## src/rtl/pipe_hazard_ctrl_pkg.sv

```systemverilog
// +--------------------------------------------------------------------------+
// | pipe_ctrl_pkg: shared types and constants for the pipeline sequencer     |
// | Rev 1.0                                                                  |
// +--------------------------------------------------------------------------+
`default_nettype none

package pipe_ctrl_pkg;

  localparam int C_REG_W = 5;
  localparam int C_PC_W  = 32;

  localparam logic [31:0] C_NOP = 32'h0000_0000;

  typedef enum logic [1:0] {
    ST_RUN        = 2'd0,
    ST_STALL      = 2'd1,
    ST_REDIR_PEND = 2'd2
  } state_e;

endpackage

`default_nettype wire

```

## src/rtl/pipe_hazard_ctrl_if.sv

```systemverilog
// +--------------------------------------------------------------------------+
// | pipe_hazard_ctrl_if: pipeline-to-sequencer control bundle                |
// | Rev 1.0                                                                  |
// +--------------------------------------------------------------------------+
`default_nettype none

interface pipe_hazard_ctrl_if #(
  parameter int PERF_W = 16
);
  import pipe_ctrl_pkg::*;

  logic              imem_ready;
  logic [C_REG_W-1:0] rr_rs;
  logic [C_REG_W-1:0] rr_rt;
  logic              rr_use_rs;
  logic              rr_use_rt;
  logic              ex_memread;
  logic [C_REG_W-1:0] ex_rd;
  logic              ex_br_taken;
  logic [C_PC_W-1:0]  ex_br_target;

  logic              pc_we;
  logic              pc_sel;
  logic [C_PC_W-1:0]  pc_target;
  logic              ifid_we;
  logic              ifid_clr;
  logic              idrr_we;
  logic              idrr_clr;
  logic              rrex_clr;
  logic              stall_active;
  logic [PERF_W-1:0] perf_stalls;

  // Pipeline side
  modport master (
    output imem_ready, rr_rs, rr_rt, rr_use_rs, rr_use_rt,
           ex_memread, ex_rd, ex_br_taken, ex_br_target,
    input  pc_we, pc_sel, pc_target, ifid_we, ifid_clr,
           idrr_we, idrr_clr, rrex_clr, stall_active, perf_stalls
  );

  // Sequencer side
  modport slave (
    input  imem_ready, rr_rs, rr_rt, rr_use_rs, rr_use_rt,
           ex_memread, ex_rd, ex_br_taken, ex_br_target,
    output pc_we, pc_sel, pc_target, ifid_we, ifid_clr,
           idrr_we, idrr_clr, rrex_clr, stall_active, perf_stalls
  );

endinterface

`default_nettype wire

```

## src/rtl/pipe_hazard_ctrl_hazard_detect.sv

```systemverilog
// +--------------------------------------------------------------------------+
// | hazard_detect: combinational load-use match of RR sources vs EX load     |
// | Rev 1.0                                                                  |
// +--------------------------------------------------------------------------+
`default_nettype none

module hazard_detect
  import pipe_ctrl_pkg::*;
(
  input  wire logic [C_REG_W-1:0] rr_rs_i,
  input  wire logic [C_REG_W-1:0] rr_rt_i,
  input  wire logic               rr_use_rs_i,
  input  wire logic               rr_use_rt_i,
  input  wire logic               ex_memread_i,
  input  wire logic [C_REG_W-1:0] ex_rd_i,
  output logic                    hz_o
);

  logic rs_hit;
  logic rt_hit;

  assign rs_hit = rr_use_rs_i && (rr_rs_i == ex_rd_i);
  assign rt_hit = rr_use_rt_i && (rr_rt_i == ex_rd_i);

  // Register 0 is hard-wired zero, so a load into it never creates a dependency.
  assign hz_o = ex_memread_i && (ex_rd_i != '0) && (rs_hit || rt_hit);

endmodule

`default_nettype wire

```

## src/rtl/pipe_hazard_ctrl.sv

```systemverilog
// +--------------------------------------------------------------------------+
// | pipe_hazard_ctrl: load-use stall and branch-redirect sequencer           |
// | Rev 1.0                                                                  |
// +--------------------------------------------------------------------------+
`default_nettype none

module pipe_hazard_ctrl
  import pipe_ctrl_pkg::*;
#(
  parameter int LOAD_STALL = 2,
  parameter int PERF_W     = 16
) (
  input  wire logic          clk,
  input  wire logic          rst,
  pipe_hazard_ctrl_if.slave  ctrl
);

  localparam int CNT_W = $clog2(LOAD_STALL + 1);
  localparam logic [CNT_W-1:0] C_CNT_ONE  = CNT_W'(1);
  localparam logic [CNT_W-1:0] C_CNT_INIT = CNT_W'(LOAD_STALL - 1);

  state_e             state_q, state_d;
  logic [CNT_W-1:0]   cnt_q, cnt_d;
  logic [C_PC_W-1:0]  tgt_q, tgt_d;
  logic [PERF_W-1:0]  perf_q;
  logic               perf_inc;
  logic               hz;

  logic               pc_we;
  logic               pc_sel;
  logic [C_PC_W-1:0]  pc_target;
  logic               ifid_we;
  logic               ifid_clr;
  logic               idrr_we;
  logic               idrr_clr;
  logic               rrex_clr;
  logic               stall_active;

  hazard_detect u_hazard_detect (
    .rr_rs_i      (ctrl.rr_rs),
    .rr_rt_i      (ctrl.rr_rt),
    .rr_use_rs_i  (ctrl.rr_use_rs),
    .rr_use_rt_i  (ctrl.rr_use_rt),
    .ex_memread_i (ctrl.ex_memread),
    .ex_rd_i      (ctrl.ex_rd),
    .hz_o         (hz)
  );

  always_comb begin
    pc_we        = 1'b1;
    pc_sel       = 1'b0;
    pc_target    = C_NOP;
    ifid_we      = 1'b1;
    ifid_clr     = 1'b0;
    idrr_we      = 1'b1;
    idrr_clr     = 1'b0;
    rrex_clr     = 1'b0;
    stall_active = 1'b0;
    perf_inc     = 1'b0;
    state_d      = state_q;
    cnt_d        = cnt_q;
    tgt_d        = tgt_q;

    if (!rst) begin
      pc_we    = 1'b0;
      ifid_we  = 1'b0;
      idrr_we  = 1'b0;
      ifid_clr = 1'b1;
      idrr_clr = 1'b1;
      rrex_clr = 1'b1;
    end else if (ctrl.ex_br_taken) begin
      // Kill the wrong-path IF/ID/RR instructions; redirect now or once imem frees up.
      ifid_clr     = 1'b1;
      idrr_clr     = 1'b1;
      rrex_clr     = 1'b1;
      pc_sel       = 1'b1;
      pc_target    = ctrl.ex_br_target;
      pc_we        = ctrl.imem_ready;
      stall_active = !ctrl.imem_ready;
      cnt_d        = '0;
      if (ctrl.imem_ready) begin
        state_d = ST_RUN;
      end else begin
        tgt_d   = ctrl.ex_br_target;
        state_d = ST_REDIR_PEND;
      end
    end else begin
      case (state_q)
        ST_REDIR_PEND: begin
          pc_we        = ctrl.imem_ready;
          pc_sel       = 1'b1;
          pc_target    = tgt_q;
          ifid_clr     = 1'b1;
          stall_active = 1'b1;
          if (ctrl.imem_ready) begin
            state_d = ST_RUN;
          end
        end
        ST_STALL: begin
          pc_we        = 1'b0;
          ifid_we      = 1'b0;
          idrr_we      = 1'b0;
          rrex_clr     = 1'b1;
          stall_active = 1'b1;
          perf_inc     = 1'b1;
          if (cnt_q <= C_CNT_ONE) begin
            cnt_d   = '0;
            state_d = ST_RUN;
          end else begin
            cnt_d = cnt_q - C_CNT_ONE;
          end
        end
        default: begin
          if (!ctrl.imem_ready) begin
            pc_we    = 1'b0;
            ifid_clr = 1'b1;
          end else if (hz) begin
            pc_we        = 1'b0;
            ifid_we      = 1'b0;
            idrr_we      = 1'b0;
            rrex_clr     = 1'b1;
            stall_active = 1'b1;
            perf_inc     = 1'b1;
            if (LOAD_STALL > 1) begin
              cnt_d   = C_CNT_INIT;
              state_d = ST_STALL;
            end
          end
        end
      endcase
    end
  end

  always_ff @(posedge clk) begin
    if (!rst) begin
      state_q <= ST_RUN;
      cnt_q   <= '0;
      tgt_q   <= C_NOP;
      perf_q  <= '0;
    end else begin
      state_q <= state_d;
      cnt_q   <= cnt_d;
      tgt_q   <= tgt_d;
      if (perf_inc && (perf_q != '1)) begin
        perf_q <= perf_q + PERF_W'(1);
      end
    end
  end

  assign ctrl.pc_we        = pc_we;
  assign ctrl.pc_sel       = pc_sel;
  assign ctrl.pc_target    = pc_target;
  assign ctrl.ifid_we      = ifid_we;
  assign ctrl.ifid_clr     = ifid_clr;
  assign ctrl.idrr_we      = idrr_we;
  assign ctrl.idrr_clr     = idrr_clr;
  assign ctrl.rrex_clr     = rrex_clr;
  assign ctrl.stall_active = stall_active;
  assign ctrl.perf_stalls  = perf_q;

endmodule

`default_nettype wire

```

## src/flat_wrapper.sv

```systemverilog
// flat-port wrapper written by rule: the top's interface ports become plain ports
module pipe_hazard_ctrl_flat import pipe_ctrl_pkg::*;
#(
  parameter int LOAD_STALL = 2,
  parameter int PERF_W     = 16
)
  (clk, rst, ctrl_imem_ready, ctrl_rr_rs, ctrl_rr_rt, ctrl_rr_use_rs, ctrl_rr_use_rt, ctrl_ex_memread, ctrl_ex_rd, ctrl_ex_br_taken, ctrl_ex_br_target, ctrl_pc_we, ctrl_pc_sel, ctrl_pc_target, ctrl_ifid_we, ctrl_ifid_clr, ctrl_idrr_we, ctrl_idrr_clr, ctrl_rrex_clr, ctrl_stall_active, ctrl_perf_stalls);
  pipe_hazard_ctrl_if #(.PERF_W(PERF_W)) ctrl_i ();
  input  wire logic clk;
  input  wire logic rst;
  input wire logic [$bits(ctrl_i.imem_ready)-1:0] ctrl_imem_ready;
  input wire logic [$bits(ctrl_i.rr_rs)-1:0] ctrl_rr_rs;
  input wire logic [$bits(ctrl_i.rr_rt)-1:0] ctrl_rr_rt;
  input wire logic [$bits(ctrl_i.rr_use_rs)-1:0] ctrl_rr_use_rs;
  input wire logic [$bits(ctrl_i.rr_use_rt)-1:0] ctrl_rr_use_rt;
  input wire logic [$bits(ctrl_i.ex_memread)-1:0] ctrl_ex_memread;
  input wire logic [$bits(ctrl_i.ex_rd)-1:0] ctrl_ex_rd;
  input wire logic [$bits(ctrl_i.ex_br_taken)-1:0] ctrl_ex_br_taken;
  input wire logic [$bits(ctrl_i.ex_br_target)-1:0] ctrl_ex_br_target;
  output wire logic [$bits(ctrl_i.pc_we)-1:0] ctrl_pc_we;
  output wire logic [$bits(ctrl_i.pc_sel)-1:0] ctrl_pc_sel;
  output wire logic [$bits(ctrl_i.pc_target)-1:0] ctrl_pc_target;
  output wire logic [$bits(ctrl_i.ifid_we)-1:0] ctrl_ifid_we;
  output wire logic [$bits(ctrl_i.ifid_clr)-1:0] ctrl_ifid_clr;
  output wire logic [$bits(ctrl_i.idrr_we)-1:0] ctrl_idrr_we;
  output wire logic [$bits(ctrl_i.idrr_clr)-1:0] ctrl_idrr_clr;
  output wire logic [$bits(ctrl_i.rrex_clr)-1:0] ctrl_rrex_clr;
  output wire logic [$bits(ctrl_i.stall_active)-1:0] ctrl_stall_active;
  output wire logic [$bits(ctrl_i.perf_stalls)-1:0] ctrl_perf_stalls;
  assign ctrl_i.imem_ready = ctrl_imem_ready;
  assign ctrl_i.rr_rs = ctrl_rr_rs;
  assign ctrl_i.rr_rt = ctrl_rr_rt;
  assign ctrl_i.rr_use_rs = ctrl_rr_use_rs;
  assign ctrl_i.rr_use_rt = ctrl_rr_use_rt;
  assign ctrl_i.ex_memread = ctrl_ex_memread;
  assign ctrl_i.ex_rd = ctrl_ex_rd;
  assign ctrl_i.ex_br_taken = ctrl_ex_br_taken;
  assign ctrl_i.ex_br_target = ctrl_ex_br_target;
  assign ctrl_pc_we = ctrl_i.pc_we;
  assign ctrl_pc_sel = ctrl_i.pc_sel;
  assign ctrl_pc_target = ctrl_i.pc_target;
  assign ctrl_ifid_we = ctrl_i.ifid_we;
  assign ctrl_ifid_clr = ctrl_i.ifid_clr;
  assign ctrl_idrr_we = ctrl_i.idrr_we;
  assign ctrl_idrr_clr = ctrl_i.idrr_clr;
  assign ctrl_rrex_clr = ctrl_i.rrex_clr;
  assign ctrl_stall_active = ctrl_i.stall_active;
  assign ctrl_perf_stalls = ctrl_i.perf_stalls;
  pipe_hazard_ctrl #(.LOAD_STALL(LOAD_STALL), .PERF_W(PERF_W)) u_core (.clk(clk), .rst(rst), .ctrl(ctrl_i));
endmodule
```

## config.mk

```make
export PLATFORM = sky130hd
export DESIGN_NAME = pipe_hazard_ctrl_flat
export DESIGN_NICKNAME = d
export VERILOG_FILES = /design/src/rtl/pipe_hazard_ctrl_pkg.sv /design/src/rtl/pipe_hazard_ctrl_if.sv /design/src/rtl/pipe_hazard_ctrl_hazard_detect.sv /design/src/rtl/pipe_hazard_ctrl.sv /design/src/flat_wrapper.sv
export SDC_FILE = /design/constraint.sdc
export NUM_CORES = 1
export LEC_CHECK = 0
export ABC_AREA = 1
export BUFFER_PORTS_ARGS = -buffer_cell sky130_fd_sc_hd__buf_2
export CAP_MARGIN = 10
export CORE_MARGIN = 2
export CORE_UTILIZATION = 40
export DETAILED_ROUTE_END_ITERATION = 10
export PLACE_DENSITY = 0.77
export SYNTH_ARGS = -nofsm -noshare
export SYNTH_HDL_FRONTEND = slang
export SYNTH_HIERARCHICAL = 1
export SYNTH_SLANG_ARGS = --single-unit
```

## constraint.sdc

```tcl
create_clock -name clk -period 2.1 [get_ports clk]
set_input_delay 0.315 -clock clk [delete_from_list [all_inputs] [get_ports clk]]
set_output_delay 0.315 -clock clk [all_outputs]
set_load 0.01 [all_outputs]
```

Yosys cells after proc, flatten, opt, wreduce, memory -nomap -nowiden. Cells that the tools add are included.

Bits in registers: 52. Input bits: 54. Output and inout port bits: 56. Word-level logic and storage cells: 74.

$add $sub $neg: 2. Magnitude comparators: 1. Equal/unequal tests: 7. Mux-type cells: 40. Bitwise logic cells: 3. Reduce and logical (&&, ||, !) cells: 17.

Operators with widths (count): two-way mux 32 bit (3); two-way mux 1 bit (24); adder 16 x 1 -> 16 bit, second input constant (1); != test 16 bit, second input constant (1); two-way mux 2 bit (7); equality test 5 bit (2); case mux 1 bit (2 select lines) (4); case mux 2 bit (2 select lines) (2); logical AND 1 bit (5); nonzero test 5 bit (1); AND reduction 4 bit (1); nonzero test 2 bit (2); nonzero test 4 bit (1); OR reduction 2 bit (2); != test 3 x 2 -> 1 bit, second input constant (1); != test 3 bit, second input constant (1); inverter 1 bit (3); AND reduction 3 bit (1); nonzero test 3 bit (1); equality test 2 x 1 -> 1 bit, second input constant (1); equality test 2 bit, second input constant (1); <= comparator 2 x 1 -> 1 bit, second input constant (1); AND reduction 2 bit (1); subtractor 2 x 1 -> 2 bit, second input constant (1); other kinds (2) (2).

Longest topological paths before layout.
Depth in word-level cells: 10. Mapped depth: 14. Depth with buffers taken out: 14.

Cells and area by module. The synthesis kept the hierarchy.

Modules (own cells, without submodules): pipe_hazard_ctrl (times used 1, cells each 432, area an instance 2984.1 µm²); hazard_detect (times used 1, cells each 55, area an instance 216.5 µm²).

Least setup slack after synthesis. No wires, ideal clock.

Path kind: in2out. From: input port ctrl_ex_rd[3]. To: output port ctrl_ifid_we. Data arrival time: 1.384 ns. Required time: 1.785 ns. Setup slack: 0.401 ns. Stages on the path: 12. Path through: inv_1 > nand2_1 > nand2_1 > nor2_1 > nand3_1 > a21oi_1 > nand2_1 > nand2_1 > nand2_1 > o21ai_0 > inv_1 > buf_4.

Longest elaborated chain between the ends: 9. Elaborated cells on any way between the ends: 13. Classes of those cells: 2 x eq/ne; 5 x mux; 6 x reduce/logical.

RTL lines: start, declared (RTL line flat_wrapper.sv:17) `input wire logic [$bits(ctrl_i.ex_rd)-1:0] ctrl_ex_rd;`; equality test 5 bit, on equally long branches (RTL line pipe_hazard_ctrl_hazard_detect.sv:22, pipe_hazard_ctrl_hazard_detect.sv:23); logical AND 1 bit, on equally long branches (RTL line pipe_hazard_ctrl_hazard_detect.sv:22, pipe_hazard_ctrl_hazard_detect.sv:23); logical OR 1 bit (RTL line pipe_hazard_ctrl_hazard_detect.sv:26) `assign hz_o = ex_memread_i && (ex_rd_i != '0) && (rs_hit || rt_hit);`; logical AND 1 bit (*) (RTL line pipe_hazard_ctrl_hazard_detect.sv:26); net u_core.hz (RTL line pipe_hazard_ctrl.sv:27) `logic hz;`; two-way mux 1 bit (*) (2 in series); case mux 1 bit (2 select lines) (*); two-way mux 1 bit (*) (2 in series); end, declared (RTL line flat_wrapper.sv:23) `output wire logic [$bits(ctrl_i.ifid_we)-1:0] ctrl_ifid_we;`.

The timed path passes the listed nets; every way through them passes the cells marked *.

Worst setup path after layout.
From: register u_core.state_q[0]. To: output port ctrl_pc_target[1].

Longest elaborated chain between the ends: 4.

RTL lines: start, declared (RTL line pipe_hazard_ctrl.sv:22) `state_e state_q, state_d;`; start signal, assigned (RTL line pipe_hazard_ctrl.sv:141) `state_q <= state_d;`; equality test 2 bit (RTL line pipe_hazard_ctrl.sv:88) `case (state_q)`; two-way mux 32 bit (RTL line pipe_hazard_ctrl.sv:88); two-way mux 32 bit (RTL line pipe_hazard_ctrl.sv:71) `end else if (ctrl.ex_br_taken) begin`; two-way mux 32 bit (RTL line pipe_hazard_ctrl.sv:64) `if (!rst) begin`; end, declared (RTL line flat_wrapper.sv:22) `output wire logic [$bits(ctrl_i.pc_target)-1:0] ctrl_pc_target;`.

No other way between the ends.

==> summary.md <==
| Metric | Value |
|---|---|
| Fmax | `0.5021 GHz` |
| WL final | `7831 um` |
| Crit path kind | `reg2out` |
| Setup crit start kind | `flip-flop` |
| Largest family of logic cells by synthesized area | `compound AO/OA/AOI/OAI gates` |
| Cell Area, Synth | `approximately 3200 um^2` |
| R2r startpoint | `u_core/state_q[0]$_SDFFE_PN0P_` |
| Initial Util | `0.4142` |
| Pin count of the biggest net entering global routing | `83` |
| Clock skew | `0.009337 ns` |
| WHS Path Cells | `3` |
| Worst slew pin tran | `0.5412 ns` |
| Simple-Gate Fraction of Synth Area | `0.2392` |
| CP endpoint kind | `output pin` |
| Worst r2r dst | `u_core/ctrl.perf_stalls[7]$_SDFFE_PN0P_` |
| Clk root buf | `clkbuf_8` |
| Seq cells post-synth | `52` |
| Leak | `~1.8 nW` |
| Post-synth cell types | `26` |
| Ant diodes | `0` |
| Hold Crit Start | `ctrl_ex_br_target[5]` |
| CP Cell Sequence | `inv_1, ha_4, nor2_2, buf_4, a211oi_1, buf_2` |
| Die area | `between 8000 and 9000 um^2` |
| Pre-CTS setup slack | `0.03861 ns` |
| Final worst setup slack | `0.1082 ns` |
| Fin crit period | `1.992 ns` |
| Total GRT Usage | `0.1830` |
| Mapped Cells | `487` |
| CTS buffer count | `5` |
| CP Data Arrival Time | `1.68 ns` |
| R2R Setup Slk | `0.37 ns` |
| Nets | `639` |
| Max Slew Vio Count | `0` |
| Clk sinks | `52` |
| Worst vdd rail ir drop | `0.2971 mV` |
| DR iter-0 viols | `141` |
| # setup viols final | `0` |
| DRC violations left | `0` |
| Pwr/cell area | `543.0 nW/um^2` |
| Final Total Pwr | `2.141 mW` |
| Yosys warnings | `6` |
| Row cnt | `32` |
| Delay of the slowest critical-path stage | `0.34 ns` |
| Max cap viols | `0` |
| Vias after detailed routing | `3435` |
| First-pass GRT wire length | `approximately 13000 um` |
| Post-DP Area | `between 3000 and 4000 um^2` |
| Per-cell routed wire length | `11.45 um` |
| Initial antenna violation count | `0` |
| Worst-Skew Late Latency | `0.31 ns` |
| Boundary Pins | `110` |
| Delay-heaviest family, CP | `buffers and inverters` |
| Non-filler instance count after layout | `684` |
| Crit Path Max Fanout | `26` |
| Hold Crit Class | `in2reg` |
| CP max stage cell | `dfxtp_2` |
| CTS tree | `built` |
| Die height | `roughly 93 um` |
| Hold Violations, Final | `0` |
| Post-synth top area cell | `dfxtp_1` |
| Worst path bufs/invs | `3` |
| Layout cells sized above 1 | `0.2801` |
| Inst Count DP | `675` |
| Core ar. | `~7700 um^2` |
| Sequential share of the synthesized area | `0.3253` |
| Post-synthesis adder-cell area fraction | `0.01564` |
| Fin crit share | `0.9485` |
| Vias per inst | `5.022` |
| Slew margin rel. | `0.6392` |
| Req. time, crit path | `around 1.8 ns` |
| WHS | `0.2890 ns` |
| Post-synthesis net count | `545` |
| Hold EP | `u_core/tgt_q[5]$_SDFFE_PN0P_` |
| R2r worst-path depth | `10` |
| Complex-gate fraction of the synthesized area | `0.2756` |
| Mux share of post-synthesis cell area | `0` |
| HPWL Detailed | `5707 um` |
| Syn_area_per_cell | `6.572 um^2` |
| I/O Buffers | `109` |
| Die X | `93.45 um` |
| Yosys top cell area share | `0.3253` |
| ANT nets after route | `0` |
| Reg clk slew, reported paths | `0.10 ns` |
| Layout Utilization | `0.5104` |
| Largest cells by area after synthesis | `dfxtp_1 33%, o21ai_0 12%, inv_1 8.7%, nand2_1 8.6%, a211oi_1 7.5%` |
| H-tree levels | `2` |
| DR pass1 iterations | `4` |
| Cell area after layout | `3944 um^2` |
| Gr ovfl total | `0` |
| Placer Congestion | `0.8940` |
| Status | `complete, no violations` |
| RSZ-0062 raised after global routing | `false` |
| Clk buf depth | `2` |
| Syn-to-layout area delta | `23.22%` |
| Vias in the first global route | `3202` |
| Synth Area in XOR/XNOR | `0` |
| TNS Setup | `0 ns` |
-- logic make-up (layout without fill, tap and decap cells) --
group,count (synthesis),count (layout)
buffers and inverters,111,206
flip-flops,52,52
AND/OR/NAND/NOR,162,162
AO/OA/AOI/OAI,158,158
adder cells (fa/ha/maj),4,4
-- synthesized netlist by cell type --
cell type,count
nor2_4,7
o211ai_1,2
nor2_2,8
nand2_1,73
nand3_2,7
o21bai_1,1
ha_1,4
o21ai_1,1
nand2_2,2
clkinv_1,1
a21oi_2,1
buf_2,12
a21oi_1,47
o21ai_0,74
buf_4,2
inv_2,6
dfxtp_1,52
nand4_1,2
nor2_1,42
buf_6,3
a211oi_1,32
nand3b_1,1
nand3_1,18
or2_2,2
clkbuf_1,13
inv_1,74
-- sequential cells by signal (all words and copies together), names as in the netlist --
| signal | flops |
|---|---|
| u_core/tgt_q | 32 |
| u_core/ctrl.perf_stalls | 16 |
| u_core/cnt_q | 2 |
| u_core/state_q | 2 |
-- final cells by class --
cell class,instances,area [um^2]
Clock buffer,6,72.57
Clock inverter,2,38.79
Fill cell,772,3784
Sequential cell,52,1042
Tap cell,102,127.6
Multi-Input combinational cell,324,1728
Inverter,81,304.0
Timing Repair Buffer,117,630.6
-- power by group --
part           leakage (nW)  switching (mW)  internal (mW)
clock                0.0558           0.333          0.360
combinational          1.28           0.247          0.159
sequential            0.426          0.0127           1.03
total                  1.77           0.593           1.55
-- worst reg2reg max path, cell delays in order (launching register included) --
cell and delay, ns:
dfxtp_2 0.35, inv_1 0.06, ha_4 0.27, inv_1 0.07
nand2_1 0.10, nand3_2 0.22, buf_4 0.25, nor2_2 0.11
nand3_1 0.08, nand2_1 0.08, nor2_1 0.04
-- layer usage --
metal | global-route usage | vias to the layer above | share of wire
met1 | 0.2160 | 1549 | 0.45
met4 | 0.07721 | 0 | 0.017
met3 | 0.03787 | 12 | 0.057
met5 | 0 | - | 0
li1 | - | 1779 | -
met2 | 0.3201 | 95 | 0.48
-- placed cells by master, fill, tap and decap left out --
cell | netlist | final
buf_2 | 12 | 109
inv_1 | 74 | 74
o21ai_0 | 74 | 73
nand2_1 | 73 | 73
dfxtp_1 | 52 | 51
a21oi_1 | 47 | 46
nor2_1 | 42 | 41
a211oi_1 | 32 | 31
nand3_1 | 18 | 18
nor2_2 | 8 | 9
nor2_4 | 7 | 7
nand3_2 | 7 | 7
inv_2 | 6 | 6
buf_4 | 2 | 6
clkbuf_8 | 0 | 5
ha_1 | 4 | 3
o211ai_1 | 2 | 2
nand2_2 | 2 | 2
nand4_1 | 2 | 2
a21oi_2 | 1 | 2
buf_12 | 0 | 2
clkbuf_1 | 13 | 1
inv_6 | 0 | 1
bufinv_16 | 0 | 1
a211oi_2 | 0 | 1
o21ai_2 | 0 | 1
or2_4 | 0 | 1
clkinv_1 | 1 | 1
o21ai_1 | 1 | 1
nand3b_1 | 1 | 1
or2_2 | 2 | 1
o21bai_1 | 1 | 1
ha_4 | 0 | 1
dfxtp_2 | 0 | 1
-- worst max-delay path by stage --
stage / end / depth (start not counted) / start
floorplan: ctrl_ifid_we / 12 / ctrl_ex_rd[3]
global placement: ctrl_ifid_we / 13 / ctrl_ex_rd[3]
detailed placement: u_core/ctrl.perf_stalls[7]$_SDFFE_PN0P_ / 15 / ctrl_ex_rd[2]
CTS: ctrl_pc_we / 8 / u_core/state_q[0]$_SDFFE_PN0P_
global route: ctrl_ifid_we / 13 / ctrl_ex_rd[2]
finish: ctrl_pc_target[1] / 6 / u_core/state_q[0]$_SDFFE_PN0P_
-- what timing repair did --
item,in CTS,in global routing
gates resized for setup,2,5
endpoints found under the hold margin,0,0
endpoints found under the setup margin,3,28
hold buffers,0,0
buffers inserted,0,1
gates cloned,0,0
(Power assumes the default switching activity.)
